File: config.mk
export PLATFORM = sky130hd
export DESIGN_NAME = dataflow_pingpong_scheduler
export DESIGN_NICKNAME = d
export VERILOG_FILES = /design/src/rtl/dataflow_pingpong_scheduler.sv
export SDC_FILE = /design/constraint.sdc
export NUM_CORES = 1
export LEC_CHECK = 0
export ABC_AREA = 1
export ABC_CLOCK_PERIOD_IN_PS = 1950
export BUFFER_PORTS_ARGS = -buffer_cell sky130_fd_sc_hd__buf_2
export CAP_MARGIN = 40
export CORE_UTILIZATION = 37
export CTS_CLUSTER_DIAMETER = 50
export DETAILED_ROUTE_END_ITERATION = 10
export PLACE_DENSITY_LB_ADDON = 0.2
export SYNTH_ARGS = -nofsm -noshare
export SYNTH_HDL_FRONTEND = slang
export SYNTH_SLANG_ARGS = --single-unit
File: constraint.sdc
create_clock -name clock -period 1.95 [get_ports clock]
set_input_delay 0.0975 -clock clock [delete_from_list [all_inputs] [get_ports clock]]
set_output_delay 0.0975 -clock clock [all_outputs]
set_load 0.01 [all_outputs]
File: src/rtl/dataflow_pingpong_scheduler.sv
// Ping-pong scheduler for a producer/consumer dataflow pair sharing two banks.
// Issues start pulses, tracks bank occupancy and flags stalled progress.
module dataflow_pingpong_scheduler #(
    parameter int CNT_W       = 16,
    parameter int STALL_LIMIT = 1024
) (
    input  logic             clock,
    input  logic             reset,
    input  logic             ap_start,
    input  logic [CNT_W-1:0] num_frames,
    output logic             ap_done,
    output logic             ap_idle,
    output logic             ap_ready,
    output logic             prod_start,
    input  logic             prod_done,
    output logic             prod_bank,
    output logic             cons_start,
    input  logic             cons_done,
    output logic             cons_bank,
    output logic [1:0]       bank_full,
    output logic             stall_detect,
    output logic [1:0]       stall_origin
);

    typedef enum logic [1:0] {
        S_IDLE = 2'd0,
        S_RUN  = 2'd1,
        S_DONE = 2'd2
    } state_t;

    localparam logic [CNT_W-1:0] LIMIT = CNT_W'(STALL_LIMIT);
    localparam logic [CNT_W-1:0] ONE   = CNT_W'(1);

    state_t           r_state;
    state_t           w_state_nxt;
    logic [CNT_W-1:0] r_frames;
    logic [CNT_W-1:0] r_prod_issued;
    logic [CNT_W-1:0] r_cons_issued;
    logic             r_prod_busy;
    logic             r_cons_busy;
    logic             r_prod_bank;
    logic             r_cons_bank;
    logic [1:0]       r_bank_full;
    logic [1:0]       w_full_nxt;
    logic [CNT_W-1:0] r_stall_cnt;
    logic [CNT_W-1:0] w_stall_cnt_nxt;
    logic             r_stall_detect;
    logic [1:0]       r_stall_origin;
    logic             r_ap_done;

    logic             w_run;
    logic             w_start_acc;
    logic             w_prod_start;
    logic             w_cons_start;
    logic             w_prod_fin;
    logic             w_cons_fin;
    logic             w_prod_last;
    logic             w_cons_last;
    logic             w_event;
    logic             w_stall_hit;

    assign w_run       = (r_state == S_RUN);
    assign w_start_acc = (r_state == S_IDLE) && ap_start;

    // A done only counts while its process is actually busy.
    assign w_prod_fin  = prod_done && r_prod_busy;
    assign w_cons_fin  = cons_done && r_cons_busy;

    // With one frame in flight, issued==frames marks the final completion.
    assign w_prod_last = (r_prod_issued == r_frames);
    assign w_cons_last = (r_cons_issued == r_frames);

    assign w_prod_start = w_run
                        && !r_prod_busy
                        && !r_bank_full[r_prod_bank]
                        && (r_prod_issued < r_frames);

    assign w_cons_start = w_run
                        && !r_cons_busy
                        && r_bank_full[r_cons_bank]
                        && (r_cons_issued < r_frames);

    assign w_event = w_prod_start || w_cons_start
                   || w_prod_fin || w_cons_fin;

    // State register.
    always_ff @(posedge clock or negedge reset) begin
        if (!reset) begin
            r_state <= S_IDLE;
        end else begin
            r_state <= w_state_nxt;
        end
    end

    // Next-state decode.
    always_comb begin
        w_state_nxt = r_state;
        unique case (r_state)
            S_IDLE: begin
                if (ap_start) begin
                    if (num_frames == '0) begin
                        w_state_nxt = S_DONE;
                    end else begin
                        w_state_nxt = S_RUN;
                    end
                end
            end
            S_RUN: begin
                if (w_cons_fin && w_cons_last) begin
                    w_state_nxt = S_DONE;
                end
            end
            S_DONE: begin
                w_state_nxt = S_IDLE;
            end
            default: begin
                w_state_nxt = S_IDLE;
            end
        endcase
    end

    // Frame count latched with an accepted start.
    always_ff @(posedge clock or negedge reset) begin
        if (!reset) begin
            r_frames <= '0;
        end else if (w_start_acc) begin
            r_frames <= num_frames;
        end
    end

    // Producer side: busy flag, issue count and write bank.
    always_ff @(posedge clock or negedge reset) begin
        if (!reset) begin
            r_prod_busy   <= 1'b0;
            r_prod_issued <= '0;
            r_prod_bank   <= 1'b0;
        end else if (w_start_acc) begin
            r_prod_busy   <= 1'b0;
            r_prod_issued <= '0;
            r_prod_bank   <= 1'b0;
        end else if (w_prod_start) begin
            r_prod_busy   <= 1'b1;
            r_prod_issued <= r_prod_issued + ONE;
        end else if (w_prod_fin) begin
            r_prod_busy   <= 1'b0;
            r_prod_bank   <= ~r_prod_bank;
        end
    end

    // Consumer side: busy flag, issue count and read bank.
    always_ff @(posedge clock or negedge reset) begin
        if (!reset) begin
            r_cons_busy   <= 1'b0;
            r_cons_issued <= '0;
            r_cons_bank   <= 1'b0;
        end else if (w_start_acc) begin
            r_cons_busy   <= 1'b0;
            r_cons_issued <= '0;
            r_cons_bank   <= 1'b0;
        end else if (w_cons_start) begin
            r_cons_busy   <= 1'b1;
            r_cons_issued <= r_cons_issued + ONE;
        end else if (w_cons_fin) begin
            r_cons_busy   <= 1'b0;
            r_cons_bank   <= ~r_cons_bank;
        end
    end

    // Bank occupancy; simultaneous dones always hit opposite banks.
    always_comb begin
        w_full_nxt = r_bank_full;
        if (w_prod_fin) begin
            w_full_nxt[r_prod_bank] = 1'b1;
        end
        if (w_cons_fin) begin
            w_full_nxt[r_cons_bank] = 1'b0;
        end
    end

    // Bank occupancy register.
    always_ff @(posedge clock or negedge reset) begin
        if (!reset) begin
            r_bank_full <= 2'b00;
        end else if (w_start_acc) begin
            r_bank_full <= 2'b00;
        end else begin
            r_bank_full <= w_full_nxt;
        end
    end

    // Idle-progress counter, saturating at the limit.
    always_comb begin
        w_stall_cnt_nxt = r_stall_cnt;
        if (w_run) begin
            if (w_event) begin
                w_stall_cnt_nxt = '0;
            end else if (r_stall_cnt != LIMIT) begin
                w_stall_cnt_nxt = r_stall_cnt + ONE;
            end
        end
    end

    assign w_stall_hit = w_run && !w_event
                       && (w_stall_cnt_nxt == LIMIT)
                       && !r_stall_detect;

    // Stall counter register.
    always_ff @(posedge clock or negedge reset) begin
        if (!reset) begin
            r_stall_cnt <= '0;
        end else if (w_start_acc) begin
            r_stall_cnt <= '0;
        end else begin
            r_stall_cnt <= w_stall_cnt_nxt;
        end
    end

    // Sticky stall flag with a snapshot of who was busy.
    always_ff @(posedge clock or negedge reset) begin
        if (!reset) begin
            r_stall_detect <= 1'b0;
            r_stall_origin <= 2'b00;
        end else if (w_start_acc) begin
            r_stall_detect <= 1'b0;
            r_stall_origin <= 2'b00;
        end else if (w_stall_hit) begin
            r_stall_detect <= 1'b1;
            r_stall_origin <= {r_cons_busy, r_prod_busy};
        end
    end

    // Completion pulse, one cycle after the DONE state.
    always_ff @(posedge clock or negedge reset) begin
        if (!reset) begin
            r_ap_done <= 1'b0;
        end else begin
            r_ap_done <= (r_state == S_DONE);
        end
    end

    assign ap_done      = r_ap_done;
    assign ap_idle      = (r_state == S_IDLE);
    assign ap_ready     = w_prod_fin && w_prod_last;
    assign prod_start   = w_prod_start;
    assign prod_bank    = r_prod_bank;
    assign cons_start   = w_cons_start;
    assign cons_bank    = r_cons_bank;
    assign bank_full    = r_bank_full;
    assign stall_detect = r_stall_detect;
    assign stall_origin = r_stall_origin;

endmodule

; Word-level counts from Yosys, hierarchy flattened
; Cells that the tools add are included.
[word_totals]
register_bits = 76
latch_bits = 0
ram_bits = 0
mem_bits_ro = 0
inputBits = 21
output_inout_bits = 12
elab_cells = 112
memories = 0
[op_classes]
add_sub_neg = 3
multipliers = 0
div_mod_pow = 0
magnitude_cmp = 6
eq_ne = 10
n_shift = 0
mux = 39
bitwise = 5
n_reduce_logical = 36
[op_table]
columns = cell, n
row1 = two-way mux 16 bit, 8
row2 = "adder 16 x 1 -> 16 bit, second input constant", 3
row3 = == test 16 bit, 2
row4 = less-than comparator 16 bit, 2
row5 = two-way mux 1 bit, 20
row6 = "== test 16 x 11 -> 1 bit, second input constant", 1
row7 = logical AND 1 bit, 16
row8 = logical NOT 16 bit, 1
row9 = two-way mux 2 bit, 8
row10 = "inequality test 16 x 11 -> 1 bit, second input constant", 1
row11 = nonzero test 2 bit, 5
row12 = "inequality test 2 bit, second input constant", 3
row13 = AND reduction 2 bit, 3
row14 = nonzero test 3 bit, 2
row15 = logical NOT 1 bit, 5
row16 = "less-than comparator 1 x 2 -> 1 bit, second input constant", 2
row17 = one-hot mux 2 bit (2 select lines), 1
row18 = logical OR 1 bit, 3
row19 = AND 2 bit, 1
row20 = demux 1 bit (select 1 bit), 2
row21 = "== test 2 x 1 -> 1 bit, second input constant", 1
row22 = "== test 2 bit, second input constant", 1
row23 = ">= comparator 1 bit, second input constant", 2
row24 = logical NOT 2 bit, 1
row25 = other kinds (4), 5

; Logic depth before layout (Yosys ltp)
[logic_depth]
depth_word = 15
mapped_depth = 21
depth_no_buf = 20

; Worst setup path after synthesis
; Ideal clock, no wire load.
[synth_timing]
path_type = flip-flop to flip-flop
start = reg r_frames[15]
end = reg r_prod_issued[15]
setup_time_ns = 0.117
arrival_time_ns = 1.966
required_ns = 1.833
setup_slack_ns = -0.132
stages_incl_launch_ff = 17
path_buffers = 1
synth_period_minus_slack_ns = 2.082
path_cell_list = dfrtp_1 -> inv_1 -> ha_1 -> nand2_1 -> nand3_1 -> nand3b_1 -> nor2_2 -> nand2_1 -> buf_6 -> nor3_4 -> nand2_2 -> nor3_4 -> nand2_2 -> inv_2 -> nand2_2 -> nor2_1 -> nor2_1
[synth_via]
elab_chain_len = 3
[synth_rtl]
columns = element, line
row1 = "start, declared", 36  ; logic [CNT_W-1:0] r_frames;
row2 = "start signal, assigned", 127  ; r_frames <= num_frames;
row3 = less-than comparator 16 bit, 76  ; && (r_prod_issued < r_frames);
row4 = logical AND 1 bit, 76
row5 = nonzero test 2 bit (no source line), n/a
row6 = "end signal, assigned", 143  ; r_prod_issued <= r_prod_issued + ONE;
row7 = "end, declared", 37  ; logic [CNT_W-1:0] r_prod_issued;
; Every way passes these cells.
; A chain may end at the register's enable or synchronous reset.

; Worst setup path in the final report
[layout_timing]
start = reg r_frames[15]
end = reg r_prod_issued[10]
; Same word-level chain as after synthesis.

==> results by group <==
GRT
  – Grt ovf: 0
  – First-pass GRT wire length: between 20000 and 25000 µm
  – Largest net degree at the start of global routing: 43
  – Vias in the first global route: ~5000
  – Antenna violations before repair: 0
  – GRT Util Overall: 0.224

Placement
  – Port Buffers: 32
  – Dpl cells: 958
  – Final HPWL DP: 10100 µm
  – GPL Wtd Cong: 0.877

Worst setup path
  – R2R depth: 16
  – Worst r2r dst: r_prod_issued[10]$_DFFE_PN0P_
  – CP startpoint kind: flop
  – R2R setup slack: -0.49 ns
  – Critical Path RT: 2.18 ns
  – Worst path depth: 16
  – Arr. time, crit path: 2.67 ns
  – Buffers and inverters on the worst path: 4
  – Top Family by Delay on Critical Path: simple AND/OR/NAND/NOR gates
  – Crit path capture type: flop
  – Crit path cell chain: inv_2 > buf_6 > ha_4 > nand2_4 > nand3_2 > nand3b_1 > nor2_2 > nand2_2 > buf_6 > buf_4 > nor3_4 > nand3_4 > nor2_4 > nand2_4 > nor3_2 > nor3_1
  – Critical path peak fanout: 6
  – Reg-to-Reg Start: r_frames[15]$_DFFE_PN0P_
  – Worst path slowest cell: dfrtp_1
  – Worst path max stage delay: 0.35 ns
  – CP Class: reg -> reg

Final layout
  – Fill cells: 1172
  – Share of layout cells above drive strength 1: 0.368
  – Fin cells: 1001
  – Ant diodes: 0
  – Layout Nets: 881
  – Area Overhead vs Synth: 48.1%

Timing
  – Worst hold slack: between 0.02 and 0.025 ns
  – Hold Violations, Final: 0
  – Fmax: between 400 and 500 MHz
  – Final Worst Setup Slack: -0.492 ns
  – Rel. slew slack: 0.603
  – Setup TNS: -14.10 ns
  – Fin crit share: 1.25
  – Clock Skews: 0.00934 ns
  – Crit path time final: 2.44 ns
  – RSZ-0062 raised after global routing: true
  – Fin. max-slew vios: 0
  – Slew @ Worst Pin: 0.595 ns
  – Setup Viol. Count Final: 48

Routing
  – First-pass detailed-route iteration total: 4
  – Vias: 4809
  – Final wirelength: 13900 µm
  – Drt wl/cell: 13.9 µm
  – Vias per std cell: 4.80
  – Final antenna-violating net count: 0
  – Starting DRT DRC Count: 177
  – DRC: 0

Pwr
  – Pwr Total: 4.68 mW
  – Seq pwr share: 0.387
  – P_sw: 1.33 mW
  – P_leak: 3.67 nW
  – VDD IR max: 393 µV
  – Part of the power in combinational logic: 0.217
  – Int Pwr: 3.36 mW
  – Clock share of power: 0.396
  – Switch share: 0.283
  – Power density over cell area: 649 mW/mm²

Clock network
  – Clock Sinks: 76
  – Clock latency on the worst-skew pair: approximately 0.35 ns
  – CTS Buf Count: 9
  – Clk buf depth: 2
  – CTS tree: built
  – Clock transition at the registers of the reported paths: approximately 0.060 ns
  – Clock root cell: clkbuf_16
  – Clock H-tree levels: 3

Floorplanning
  – Core Rows: 41
  – Die height: 117 µm
  – DIE AREA: 0.0136 mm²
  – Initial core utilization: 0.383
  – Die width: 117 µm
  – I/O Pins: 33
  – Core area: about 0.013 mm²

Synthesis
  – Combinational family with the most area after synthesis: simple AND/OR/NAND/NOR gates
  – Number of synthesized flops with an enable pin: 0
  – Post-Synth Simple-Gate Area: 0.305
  – Yosys top cell area share: 0.390
  – Mapped Nets: 720
  – Post-synth ARST share: 1.00
  – Mux cell area share after synthesis: 0
  – Synth Register Bits: 76
  – Synth area leaders: dfrtp_1 39%, nand2_1 12%, inv_1 9.4%, ha_1 9.2%, nor2_1 4.7%
  – Register area share after synthesis: 0.390
  – Most frequent cell after synthesis: nand2_1
  – Synth cell count leaders: 152 x nand2_1, 122 x inv_1, 76 x dfrtp_1
  – Yosys warns: 0
  – Synth Area in Compound Gates: 0.0899
  – Synth Area in Adders: 0.0924
  – Top_reg_cell synth: dfrtp_1
  – Mean Syn Cell Area: 7.35 µm²
  – Synth unique cells: 38
  – Synth area leader: dfrtp_1
  – Area of the mapped netlist: roughly 0.0049 mm²
  – Syn Inst Count: 663
  – Xor/xnor cell area share of the yosys netlist: 0.0126

Status
  – Failing checks: negative setup slack
  – Outcome: finished with violations

Run
  – MaxCap Viol Count: 0

Hold path
  – Endpoint, Worst Hold: r_frames[12]$_DFFE_PN0P_
  – Origin of the worst min-delay path: num_frames[12]
  – Worst Hold Depth: 3
  – Hold Path Class: in -> reg
## final cells by class
type                    instances  area (µm²)  area share
clock buffers                  12         246      0.0342
clock inverters                 4        72.6      0.0101
inverters                     125         480      0.0666
multi-input cells             449        3000       0.416
flip-flops and latches         76        1900       0.264
well taps                     172         215      0.0298
repair buffers                163        1290       0.180
## how the worst max path moves through the flow
| stage | slack, ns | endpoint | from |
|---|---|---|---|
| 6_report | -0.49 | r_prod_issued[10]$_DFFE_PN0P_ | r_frames[15]$_DFFE_PN0P_ |
| 5_1_grt | -0.62 | r_cons_issued[12]$_DFFE_PN0P_ | r_frames[13]$_DFFE_PN0P_ |
| 4_1_cts | -0.40 | r_cons_issued[13]$_DFFE_PN0P_ | r_frames[15]$_DFFE_PN0P_ |
| 3_5_place_dp | -0.49 | r_cons_issued[13]$_DFFE_PN0P_ | r_frames[15]$_DFFE_PN0P_ |
| 3_3_place_gp | -0.43 | r_prod_issued[8]$_DFFE_PN0P_ | r_frames[11]$_DFFE_PN0P_ |
| 2_1_floorplan | -0.13 | r_prod_issued[15]$_DFFE_PN0P_ | r_frames[15]$_DFFE_PN0P_ |
## worst register-to-register path: cells and delay by family (launching register included)
kind | cells | cell delay (ns)
fa+ha+maj | 1 | 0.25
flops | 1 | 0.35
buf+inv | 4 | 0.43
simple gates | 11 | 1.28
## power groups by stage
stage	Combinational (mW)	Clock (mW)	Sequential (mW)
floorplan	0.465	0	1.83
global placement	0.889	0	1.83
detailed placement	0.913	0	1.84
CTS	0.971	1.89	1.81
global route	1.16	1.96	1.83
finish	1.02	1.86	1.81
## registers in the layout, indices dropped and copies added, names as in the netlist
name / cells
r_frames: 16
r_cons_busy: 1
r_prod_issued: 16
cons_bank: 1
r_state: 2
r_prod_busy: 1
prod_bank: 1
ap_done: 1
r_stall_cnt: 16
r_cons_issued: 16
bank_full: 2
stall_origin: 2
stall_detect: 1
## cell usage in the layout (no fill, tap or decap), types with 12 or more instances in the layout
| cell type | instances |
|---|---|
| inv_2 | 12 |
| nand3_1 | 22 |
| nor3_1 | 20 |
| buf_6 | 29 |
| ha_1 | 26 |
| nor2_1 | 47 |
| inv_1 | 109 |
| o21ai_0 | 27 |
| nand2_1 | 129 |
| nand4_1 | 17 |
| a21oi_1 | 16 |
| buf_2 | 28 |
| dfrtp_1 | 76 |
| buf_4 | 101 |
| nand2_2 | 22 |
## through the flow
| stage | setup slack [ns] | area, µm² | util |
|---|---|---|---|
| 2_1_floorplan | -0.132 | 4890 | - |
| 3_3_place_gp | -0.431 | 6010 | 0.472 |
| 3_5_place_dp | -0.486 | 6010 | 0.472 |
| 4_1_cts | -0.404 | 6940 | 0.546 |
| 5_1_grt | -0.621 | 7210 | 0.567 |
| 6_report | -0.492 | 7210 | 0.567 |
## timing repair
action	CTS	global route
hold endpoints to repair	42	0
endpoints found under the setup margin	46	55
hold buffers	3	0
resized for setup	112	60
pin swaps	38	31
buffers inserted	23	14
## logic make-up after synthesis
| family | Yosys count |
|---|---|
| simple gates | 324 |
| buf+inv | 138 |
| flops | 76 |
| fa+ha+maj | 36 |
| compound gates | 82 |
| xor+xnor | 7 |
## metal layers
metal / part of all wire / global-route usage / up-vias / wire length [µm]
met4: 0.028 / 0.0987 / 0 / 396
li1: - / - / 2443 / -
met1: 0.44 / 0.259 / 2267 / 6080
met2: 0.51 / 0.409 / 71 / 7140
met5: 0 / 0 / - / 0
met3: 0.022 / 0.0332 / 28 / 311
Note: power is estimated with default switching activity, not from simulation.
